**config.mk**
```make
export PLATFORM = sky130hd
export DESIGN_NAME = risc_hazard_fwd_unit
export DESIGN_NICKNAME = d
export VERILOG_FILES = /design/src/rtl/risc_hazard_fwd_unit.sv
export SDC_FILE = /design/constraint.sdc
export NUM_CORES = 1
export LEC_CHECK = 0
export CORE_MARGIN = 10
export CORE_UTILIZATION = 54
export CTS_CLUSTER_DIAMETER = 150
export DETAILED_ROUTE_END_ITERATION = 6
export GPL_ROUTABILITY_DRIVEN = 1
export GPL_TIMING_DRIVEN = 0
export PLACE_DENSITY = 0.81
export SKIP_CTS_REPAIR_TIMING = 1
export SLEW_MARGIN = 20
export SYNTH_ARGS = -nofsm -noshare
export SYNTH_HDL_FRONTEND = slang
export SYNTH_SLANG_ARGS = --single-unit
```
**constraint.sdc**
```tcl
create_clock -name clk -period 3.3 [get_ports clk]
set_input_delay 0.33 -clock clk [delete_from_list [all_inputs] [get_ports clk]]
set_output_delay 0.33 -clock clk [all_outputs]
set_load 0.02 [all_outputs]
```
**src/rtl/risc_hazard_fwd_unit.sv**
```systemverilog
// Purpose: EX-stage operand forwarding select and load-use stall control over NUM_FWD in-flight slots.
// Latency: forwarding selects and stall are combinational; slot state advances one stage per clock.
// Backpressure: hold freezes all state; stall holds IF/ID and injects a bubble; flush squashes decode.
module risc_hazard_fwd_unit #(
    parameter int REG_AW   = 5,
    parameter int NUM_FWD  = 2,
    parameter int LOAD_LAT = 1,
    parameter int CNT_W    = 16,
    parameter int SEL_W    = $clog2(NUM_FWD + 1)
) (
    input  logic              clk,
    input  logic              reset,
    input  logic              id_valid,
    input  logic [REG_AW-1:0] id_rs,
    input  logic [REG_AW-1:0] id_rt,
    input  logic              id_use_rs,
    input  logic              id_use_rt,
    input  logic              id_wr_en,
    input  logic [REG_AW-1:0] id_wr_reg,
    input  logic              id_is_load,
    input  logic              hold,
    input  logic              flush,
    output logic              stall,
    output logic [SEL_W-1:0]  fwa,
    output logic [SEL_W-1:0]  fwb,
    output logic [REG_AW-1:0] ex_rs,
    output logic [REG_AW-1:0] ex_rt,
    output logic [CNT_W-1:0]  stall_cnt
);

    // Slot 0 is the EX instruction; slot k is k stages past EX.
    logic [NUM_FWD:0]  s_vld;
    logic [NUM_FWD:0]  s_wr;
    logic [NUM_FWD:0]  s_ld;
    logic [REG_AW-1:0] s_reg [0:NUM_FWD];

    // Source operand info only needed for the EX instruction.
    logic [REG_AW-1:0] ex_rs_q;
    logic [REG_AW-1:0] ex_rt_q;
    logic              ex_use_rs;
    logic              ex_use_rt;

    logic              stall_c;
    logic              load_slot0;
    logic [SEL_W-1:0]  fwa_c;
    logic [SEL_W-1:0]  fwb_c;

    // Load-use detect: a load still in slots 0..LOAD_LAT-1 cannot reach the consumer in time.
    always_comb begin
        stall_c = 1'b0;
        if (id_valid) begin
            for (int j = 0; j < LOAD_LAT; j++) begin
                if (s_vld[j] && s_wr[j] && s_ld[j]) begin
                    if (id_use_rs && (id_rs != '0) && (s_reg[j] == id_rs)) stall_c = 1'b1;
                    if (id_use_rt && (id_rt != '0) && (s_reg[j] == id_rt)) stall_c = 1'b1;
                end
            end
        end
    end

    // Forwarding select: scan oldest to youngest so the nearest producer overwrites older ones.
    always_comb begin
        fwa_c = '0;
        fwb_c = '0;
        for (int k = NUM_FWD; k >= 1; k--) begin
            if (s_vld[0] && s_vld[k] && s_wr[k] && !(s_ld[k] && (k <= LOAD_LAT))) begin
                if (ex_use_rs && (ex_rs_q != '0) && (s_reg[k] == ex_rs_q)) fwa_c = SEL_W'(k);
                if (ex_use_rt && (ex_rt_q != '0) && (s_reg[k] == ex_rt_q)) fwb_c = SEL_W'(k);
            end
        end
    end

    assign load_slot0 = id_valid && !stall_c && !flush;

    // Slot pipeline: shift every unheld cycle; slot 0 takes the decode instruction or a bubble.
    always_ff @(posedge clk or negedge reset) begin
        if (!reset) begin
            s_vld     <= '0;
            s_wr      <= '0;
            s_ld      <= '0;
            for (int i = 0; i <= NUM_FWD; i++) s_reg[i] <= '0;
            ex_rs_q   <= '0;
            ex_rt_q   <= '0;
            ex_use_rs <= 1'b0;
            ex_use_rt <= 1'b0;
        end else if (!hold) begin
            for (int i = 1; i <= NUM_FWD; i++) begin
                s_vld[i] <= s_vld[i-1];
                s_wr[i]  <= s_wr[i-1];
                s_ld[i]  <= s_ld[i-1];
                s_reg[i] <= s_reg[i-1];
            end
            s_vld[0]  <= load_slot0;
            s_wr[0]   <= load_slot0 && id_wr_en;
            s_ld[0]   <= load_slot0 && id_is_load;
            s_reg[0]  <= load_slot0 ? id_wr_reg : '0;
            ex_rs_q   <= load_slot0 ? id_rs : '0;
            ex_rt_q   <= load_slot0 ? id_rt : '0;
            ex_use_rs <= load_slot0 && id_use_rs;
            ex_use_rt <= load_slot0 && id_use_rt;
        end
    end

    // Stall cycle counter: counts unheld stall cycles and sticks at all-ones.
    always_ff @(posedge clk or negedge reset) begin
        if (!reset) begin
            stall_cnt <= '0;
        end else if (!hold && stall_c && !(&stall_cnt)) begin
            stall_cnt <= stall_cnt + {{(CNT_W-1){1'b0}}, 1'b1};
        end
    end

    assign stall = stall_c;
    assign fwa   = fwa_c;
    assign fwb   = fwb_c;
    assign ex_rs = ex_rs_q;
    assign ex_rt = ex_rt_q;

endmodule

```
# Word-level counts from Yosys, hierarchy flattened
# Index checks and enable logic that the tools add are counted.
[totals] regBits=51 input_bits=24 out_inout_bits=31 elab_cells=68
[classes] n_eq_ne=6 add_sub_neg=1 muxes=15 reduce_logical=35
[ops] op="5-bit == test" n=6
[ops] op="1-bit logical AND" n=25
[ops] op="5-bit nonzero test" n=4
[ops] op="16-bit by 1-bit adder with 16-bit output, second input constant" n=1
[ops] op="2-bit 2-to-1 mux" n=8
[ops] op="16-bit AND reduction" n=1
[ops] op="5-bit 2-to-1 mux" n=3
[ops] op="1-bit logical NOT" n=5
[ops] op="1-bit 2-to-1 mux" n=4

# Logic depth before layout (Yosys ltp)
# Gate-level depths: netlist (run 1).
[logic_depth] word_depth=11 mapped_depth=9 depth_no_buf=7

# Worst setup path before layout (run 1)
# Ideal clock, no wire load.
[synth_path] path_kind="register to output" startpoint="reg ex_rs_q[2] (netlist: ex_rs[2])" endpoint="out fwa[1]" arrival_time_ns=1.971 required_time_ns=2.970 n_path_buf=0 path_slack_ns=0.999 path_stages_with_launch=5 cell_sequence="dfrtp_1 > or4_1 > o21ai_0 > or4_1 > nor4_1"
[synth_via] elab_chain_len=7 word_cells_on_any_way=10 cone_classes="eq/ne: 2; mux: 4; reduce/logical: 4"
[synth_lines] item="start, declared" line_no="38" text="logic [REG_AW-1:0] ex_rs_q;"
[synth_lines] item="start signal, assigned" line_no="97" text="ex_rs_q <= load_slot0 ? id_rs : '0;"
[synth_lines] item="5-bit nonzero test" line_no="67" text="if (ex_use_rs && (ex_rs_q != '0) && (s_reg[k] == ex_rs_q)) fwa_c = SEL_W'(k);"
[synth_lines] item="1-bit logical AND (2 in a row)" line_no="67"
[synth_lines] item="2-bit 2-to-1 mux" line_no="67"
[synth_lines] item="2-bit 2-to-1 mux" line_no="66" text="if (s_vld[0] && s_vld[k] && s_wr[k] && !(s_ld[k] && (k <= LOAD_LAT))) begin"
[synth_lines] item="2-bit 2-to-1 mux" line_no="67"
[synth_lines] item="2-bit 2-to-1 mux (*)" line_no="66"
[synth_lines] item="end, declared" line_no="24" text="output logic [SEL_W-1:0] fwa,"
# Every way passes the cells marked *; elsewhere a longest branch is shown, timed or not.

# Worst setup path in the final report (run 1)
[layout_path] startpoint="in id_rs[0]" endpoint="out stall"
[layout_via] elab_chain_len=7 word_cells_on_any_way=8 cone_classes="eq/ne: 1; mux: 4; reduce/logical: 3"
[layout_lines] item="start, declared" line_no="14" text="input logic [REG_AW-1:0] id_rs,"
[layout_lines] item="5-bit nonzero test" line_no="54" text="if (id_use_rs && (id_rs != '0) && (s_reg[j] == id_rs)) stall_c = 1'b1;"
[layout_lines] item="1-bit logical AND" line_no="54"
[layout_lines] item="1-bit logical AND (*)" line_no="54"
[layout_lines] item="1-bit 2-to-1 mux (*)" line_no="54"
[layout_lines] item="1-bit 2-to-1 mux (*)" line_no="55" text="if (id_use_rt && (id_rt != '0) && (s_reg[j] == id_rt)) stall_c = 1'b1;"
[layout_lines] item="1-bit 2-to-1 mux (*)" line_no="53" text="if (s_vld[j] && s_wr[j] && s_ld[j]) begin"
[layout_lines] item="1-bit 2-to-1 mux (*)" line_no="51" text="if (id_valid) begin"
[layout_lines] item="end, declared" line_no="23" text="output logic stall,"
# Marks and branches as above.

==> reports/results.ini, run 1 <==
[finish]
largest_reg_flops=16
drive_gt1_frac=0.1365
insertedDiodeCount=0
seq_area_um2=1276
fin_nets=295
multi_input_area_um2=1206
nFillCells=358
layout_common_cells=clkdlybuf4s50_1 (52), dfrtp_1 (51), xor2_1 (30)
syn2layout_area_growth_pct=26.36
mostFrequentLayoutCell=clkdlybuf4s50_1

[power_and_ir_drop]
powerDensity_nw_per_um2=373.8
power.internal_w=0.0008997
power_w=0.001213
power_switching_w=0.0003131
power_frac_seq=0.574
comb_power_share=0.141
max-vdd-ir-drop_uv=204.7
p_clk_frac=0.285
switching_share=0.2581
p_leak_nw=1.486

[logic_synthesis]
yosysUniqueCellTypes=35
yosys.area_share.adder=0.004873
synth-async-reset-ratio=1.000
synth_top_family_by_area=simple AND/OR/NAND/NOR gates
ys_seq_area_frac=0.4971
syn_avg_cell_area_um2=12.23
synth_xor_area_frac=0.1467
syn_nets=235
ys.flop_type=dfrtp_1
syn_area_um2=2567
synth_compound_area_frac=0.08772
synth_edf_count=0
post_synth_mux_area_share=0.07018
ys_ff_latch=51
yosys.area_share.simple=0.1603
synthCells=210
yosysWarnings=0

[floorplan]
die-area_um2=7913
rows=25
die_h_um=88.96
ioPinCount=55
core-area_um2=4661
die_w_um=88.96
start_util=0.5509

[worst_setup_path]
cp.required_ns=2.97
crit_path_frequent_cell=clkdlybuf4s50_1
rr_endpoint=stall_cnt[12]$_DFFE_PN0P_
path_max_fanout=10
cpMaxStageDelayCell=or4_1
rr_worst_depth=6
end_kind=output pin
r2r_start=s_vld[0]$_DFFE_PN0N_
slowest_delay_ns=0.53
r2r_slack_ns=1.05
cp.arrival_ns=2.71
path_delay_family=buffers and inverters
crit_buf_inv=3
cp-start-kind=input port
critical_path_class=input port to output pin
crit_chain=clkdlybuf4s50_1 > or4_1 > a21oi_1 > nor4_1 > a41oi_4 > buf_6 > nor2b_1 > clkdlybuf4s50_1

[grt]
grt_usage=0.1546
first_global_vias=1940
grt_pass1_wl_um=9646
grt_overflow_total=0
antenna_found_initial=0
grt_max_degree=52

[detailed_routing]
post_drt_wl_per_cell_um=18.52
drtPass1Iterations=4
drt_iter0_drc=75
num_vias=1904
drc_errors=0
postRouteAntennaNets=0
routed_via_density=5.858
drt-total-wl_um=6019

[timing]
post-route-period-util=0.9215
hold_violations=0
setup_tns_ns=0
finalMaxSlewViolations=0
setup_violations=0
min_period_ns=3.041
fmax_mhz=328.8
clock_skew_ns=0.004071
maxSlewHeadroom=0.5757
rsz0062_at_grt=false
tightest_slew_ns=0.6364

[place]
io_buffers=53
hpwl_um=4482
gp_congestion=0.8641

[clock_network]
clk_path_buf_depth=2
cts_sinks=51
insertion_delay_ns=0.30
tritoncts=yes
root_buffer=clkbuf_8
cts_buffers=5
clkTransAtPathRegs_ns=0.08
htreeDepth=2

[worst_hold_path]
min_path_type=input port to async pin

[run]
cap_violations=0

[run_status]
status=completed

layout make-up:
| cell class | instances | share of cell area |
|---|---|---|
| timing repair buffer | 53 | 0.1627 |
| tap | 54 | 0.02083 |
| clock inverter | 1 | 0.001543 |
| sequential | 51 | 0.3934 |
| clock buffer | 7 | 0.02352 |
| buffer | 9 | 0.02622 |
| multi-input combinational | 150 | 0.3718 |
power by group through the flow:
stage	Clock [W]	Sequential (W)	Combinational [W]
detailed placement	0	0.000709	0.000171
finish	0.000346	0.000696	0.000171
CTS	0.000351	0.000696	0.000172
floorplan	0	0.000706	0.0000877
global placement	0	0.000707	0.000167
global route	0.000379	0.000702	0.000185
through the flow:
stage | instances | cell area (µm²) | util | setup WS [ns] | hold WS (ns)
2_1_floorplan | 210 | 2567 | - | 0.9989 | 0.03441
3_3_place_gp | 317 | 3166 | 0.6792 | 0.2480 | 0.4812
3_5_place_dp | 317 | 3163 | 0.6787 | 0.2586 | 0.3886
4_1_cts | 325 | 3244 | 0.6961 | 0.2562 | 0.06434
5_1_grt | 325 | 3244 | 0.6961 | 0.1705 | 0.08936
6_report | 325 | 3244 | 0.6961 | 0.2590 | 0.04816
synthesized netlist by cell type (3+ instances only):
library cell | number | area (µm²)
or4_1 | 6 | 45.04
nand3_1 | 5 | 25.02
mux2_2 | 15 | 168.9
a22o_1 | 19 | 166.4
dfrtp_1 | 51 | 1276
nand4_1 | 6 | 37.54
xnor2_1 | 13 | 113.9
buf_6 | 4 | 45.04
nor3_1 | 7 | 35.03
nor4_1 | 11 | 68.82
nand2_1 | 10 | 37.54
nor2_1 | 5 | 18.77
nor4_2 | 3 | 37.54
xor2_1 | 30 | 262.8
worst register-to-register path, delay by kind of cell (launching register included):
family                 cells  cell delay [ns]
AO/OA/AOI/OAI              1             0.15
XOR/XNOR                   1             0.20
buffers and inverters      1             0.21
flip-flops                 1             0.46
AND/OR/NAND/NOR            3             1.16
worst max path at each step:
stage	slack (ns)	endpoint	startpoint	cells past startpoint
2_1_floorplan	1.0	fwa[1]	ex_rs[2]$_DFFE_PN0N_	4
3_3_place_gp	0.25	stall	id_rs[0]	8
3_5_place_dp	0.26	stall	id_rs[0]	8
4_1_cts	0.26	stall	id_rs[0]	8
5_1_grt	0.17	stall	id_rs[0]	8
6_report	0.26	stall	id_rs[0]	8
per-layer routing:
metal / share of wire / global-route usage
met5: 0 / 0
met4: 0.014 / 0.04191
met3: 0.086 / 0.06108
met2: 0.48 / 0.2520
met1: 0.42 / 0.1861
cells by family after synthesis:
family                   count (synthesis)
AND/OR/NAND/NOR                         65
flip-flops                              51
XOR/XNOR                                43
AO/OA/AOI/OAI                           25
multiplexers                            16
buffers and inverters                    9
adder cells (fa/ha/maj)                  1
Note: power is estimated with default switching activity, not from simulation.
==> inputs of run 2 (changes only) <==
PLACE_DENSITY = 0.84   (was 0.81)
==> run 2 against run 1 <==
Net effect: sequential cell count is the same; worst setup slack lost 0.040 ns; highest routed layer unchanged; cell count grew 0.62%; critical path depth is the same; first-iteration DRC count grew 27%; core utilization grew 1.4 points; clock-buffer cell count shrank 1; critical endpoint unchanged; global-route usage grew 0.40 points; wire length grew 0.70%; critical path type unchanged.
==> reports/results.ini, run 2 (same netlist as run 1, synthesis figures left out) <==
[run_status]
status=completed

[finish]
mostFrequentLayoutCell=clkdlybuf4s50_1
fin_nets=297
syn2layout_area_growth_pct=28.85
insertedDiodeCount=0
nFillCells=346
largest_reg_flops=16
layout_common_cells=clkdlybuf4s50_1 (52), dfrtp_1 (51), xor2_1 (30)
drive_gt1_frac=0.1465

[timing]
hold_violations=0
setup_violations=0
setup_tns_ns=0
clock_skew_ns=0.005214
post-route-period-util=0.9337
maxSlewHeadroom=0.5663
rsz0062_at_grt=false
min_period_ns=3.081
fmax_mhz=324.5
finalMaxSlewViolations=0
tightest_slew_ns=0.6446

[clock_network]
root_buffer=clkbuf_8
cts_sinks=51
tritoncts=yes
htreeDepth=2
clk_path_buf_depth=2
clkTransAtPathRegs_ns=0.09
cts_buffers=5
insertion_delay_ns=0.30

[worst_setup_path]
r2r_slack_ns=1.09
cp-start-kind=input port
end_kind=output pin
cp.arrival_ns=2.75
rr_endpoint=stall_cnt[1]$_DFFE_PN0P_
path_max_fanout=10
cp.required_ns=2.97
cp-startpoint=id_rs[0]
critical_path_class=input port to output pin
r2r_start=stall_cnt[0]$_DFFE_PN0P_
rr_worst_depth=9

[detailed_routing]
drt_iter0_drc=95
routed_via_density=5.872
post_drt_wl_per_cell_um=18.54
drt-total-wl_um=6061
drc_errors=0
num_vias=1920
postRouteAntennaNets=0
drtPass1Iterations=4

[grt]
antenna_found_initial=0
first_global_vias=2017
grt_overflow_total=0
grt_max_degree=33
grt_usage=0.1587
grt_pass1_wl_um=9901

[power_and_ir_drop]
p_leak_nw=1.518
max-vdd-ir-drop_uv=202.0
power_w=0.001319
powerDensity_nw_per_um2=398.6

[run]
cap_violations=0

[floorplan]
core-area_um2=4661
ioPinCount=55
die-area_um2=7913
die_h_um=88.96
start_util=0.5509
rows=25
die_w_um=88.96

[worst_hold_path]
hold_end=s_reg[3]$_DFFE_PN0N_
hold_depth=2
min_from=hold
min_path_type=input port to flop

[place]
gp_congestion=0.8634
io_buffers=53
hpwl_um=4647

-- run 2: changes by cell type in the layout (fill, tap and decap cells not counted), sizes merged --
| cell | previous run | this run |
|---|---|---|
| clkbuf | 11 | 10 |
| dlygate4sd3 | 0 | 1 |
| buf | 6 | 7 |
| bufinv | 0 | 1 |
-- run 2: how the worst max path moves through the flow --
stage                   to  cells past startpoint
floorplan           fwa[1]                      4
global placement     stall                      8
detailed placement   stall                      8
CTS                  stall                      8
global route         stall                      8
finish               stall                      8
-- run 2: area by class of cell --
| type | count | area, µm² | share of cell area |
|---|---|---|---|
| Buffer | 9 | 85.08 | 0.02572 |
| Multi-Input combinational cell | 150 | 1206 | 0.3646 |
| Sequential cell | 51 | 1276 | 0.3858 |
| Clock inverter | 2 | 35.03 | 0.01059 |
| Clock buffer | 6 | 82.58 | 0.02496 |
| Tap cell | 54 | 67.56 | 0.02042 |
| Timing Repair Buffer | 55 | 555.5 | 0.1679 |
-- run 2: critical path, cell delays in order --
cell and delay [ns]:
clkdlybuf4s50_1 0.47, or4_1 0.54, a21oi_1 0.17, nor4_1 0.12
a41oi_4 0.34, buf_6 0.20, nor2b_1 0.05, clkdlybuf4s50_1 0.53
-- run 2: power by group --
part           internal (W)  total [W]  switching [W]
Sequential         0.000656   0.000696      0.0000407
Clock              0.000245   0.000449       0.000204
Combinational     0.0000976   0.000173      0.0000754
-- run 2: routing by layer --
layer  wire length [µm]  global-route usage
met5                  0                   0
met4                 86             0.04335
met3                475             0.05378
met2               3022              0.2713
met1               2477              0.1856
-- run 2: metrics by stage --
stage	area, µm²	setup WS [ns]	hold WS [ns]	std cells	utilization
2_1_floorplan	2567	0.9989	0.03441	210	-
3_3_place_gp	3166	0.2428	0.4749	317	0.6792
3_5_place_dp	3181	0.2433	0.3106	318	0.6824
4_1_cts	3298	0.2023	-0.02356	326	0.7077
5_1_grt	3308	0.07866	0.3468	327	0.7098
6_report	3308	0.2186	0.3525	327	0.7098
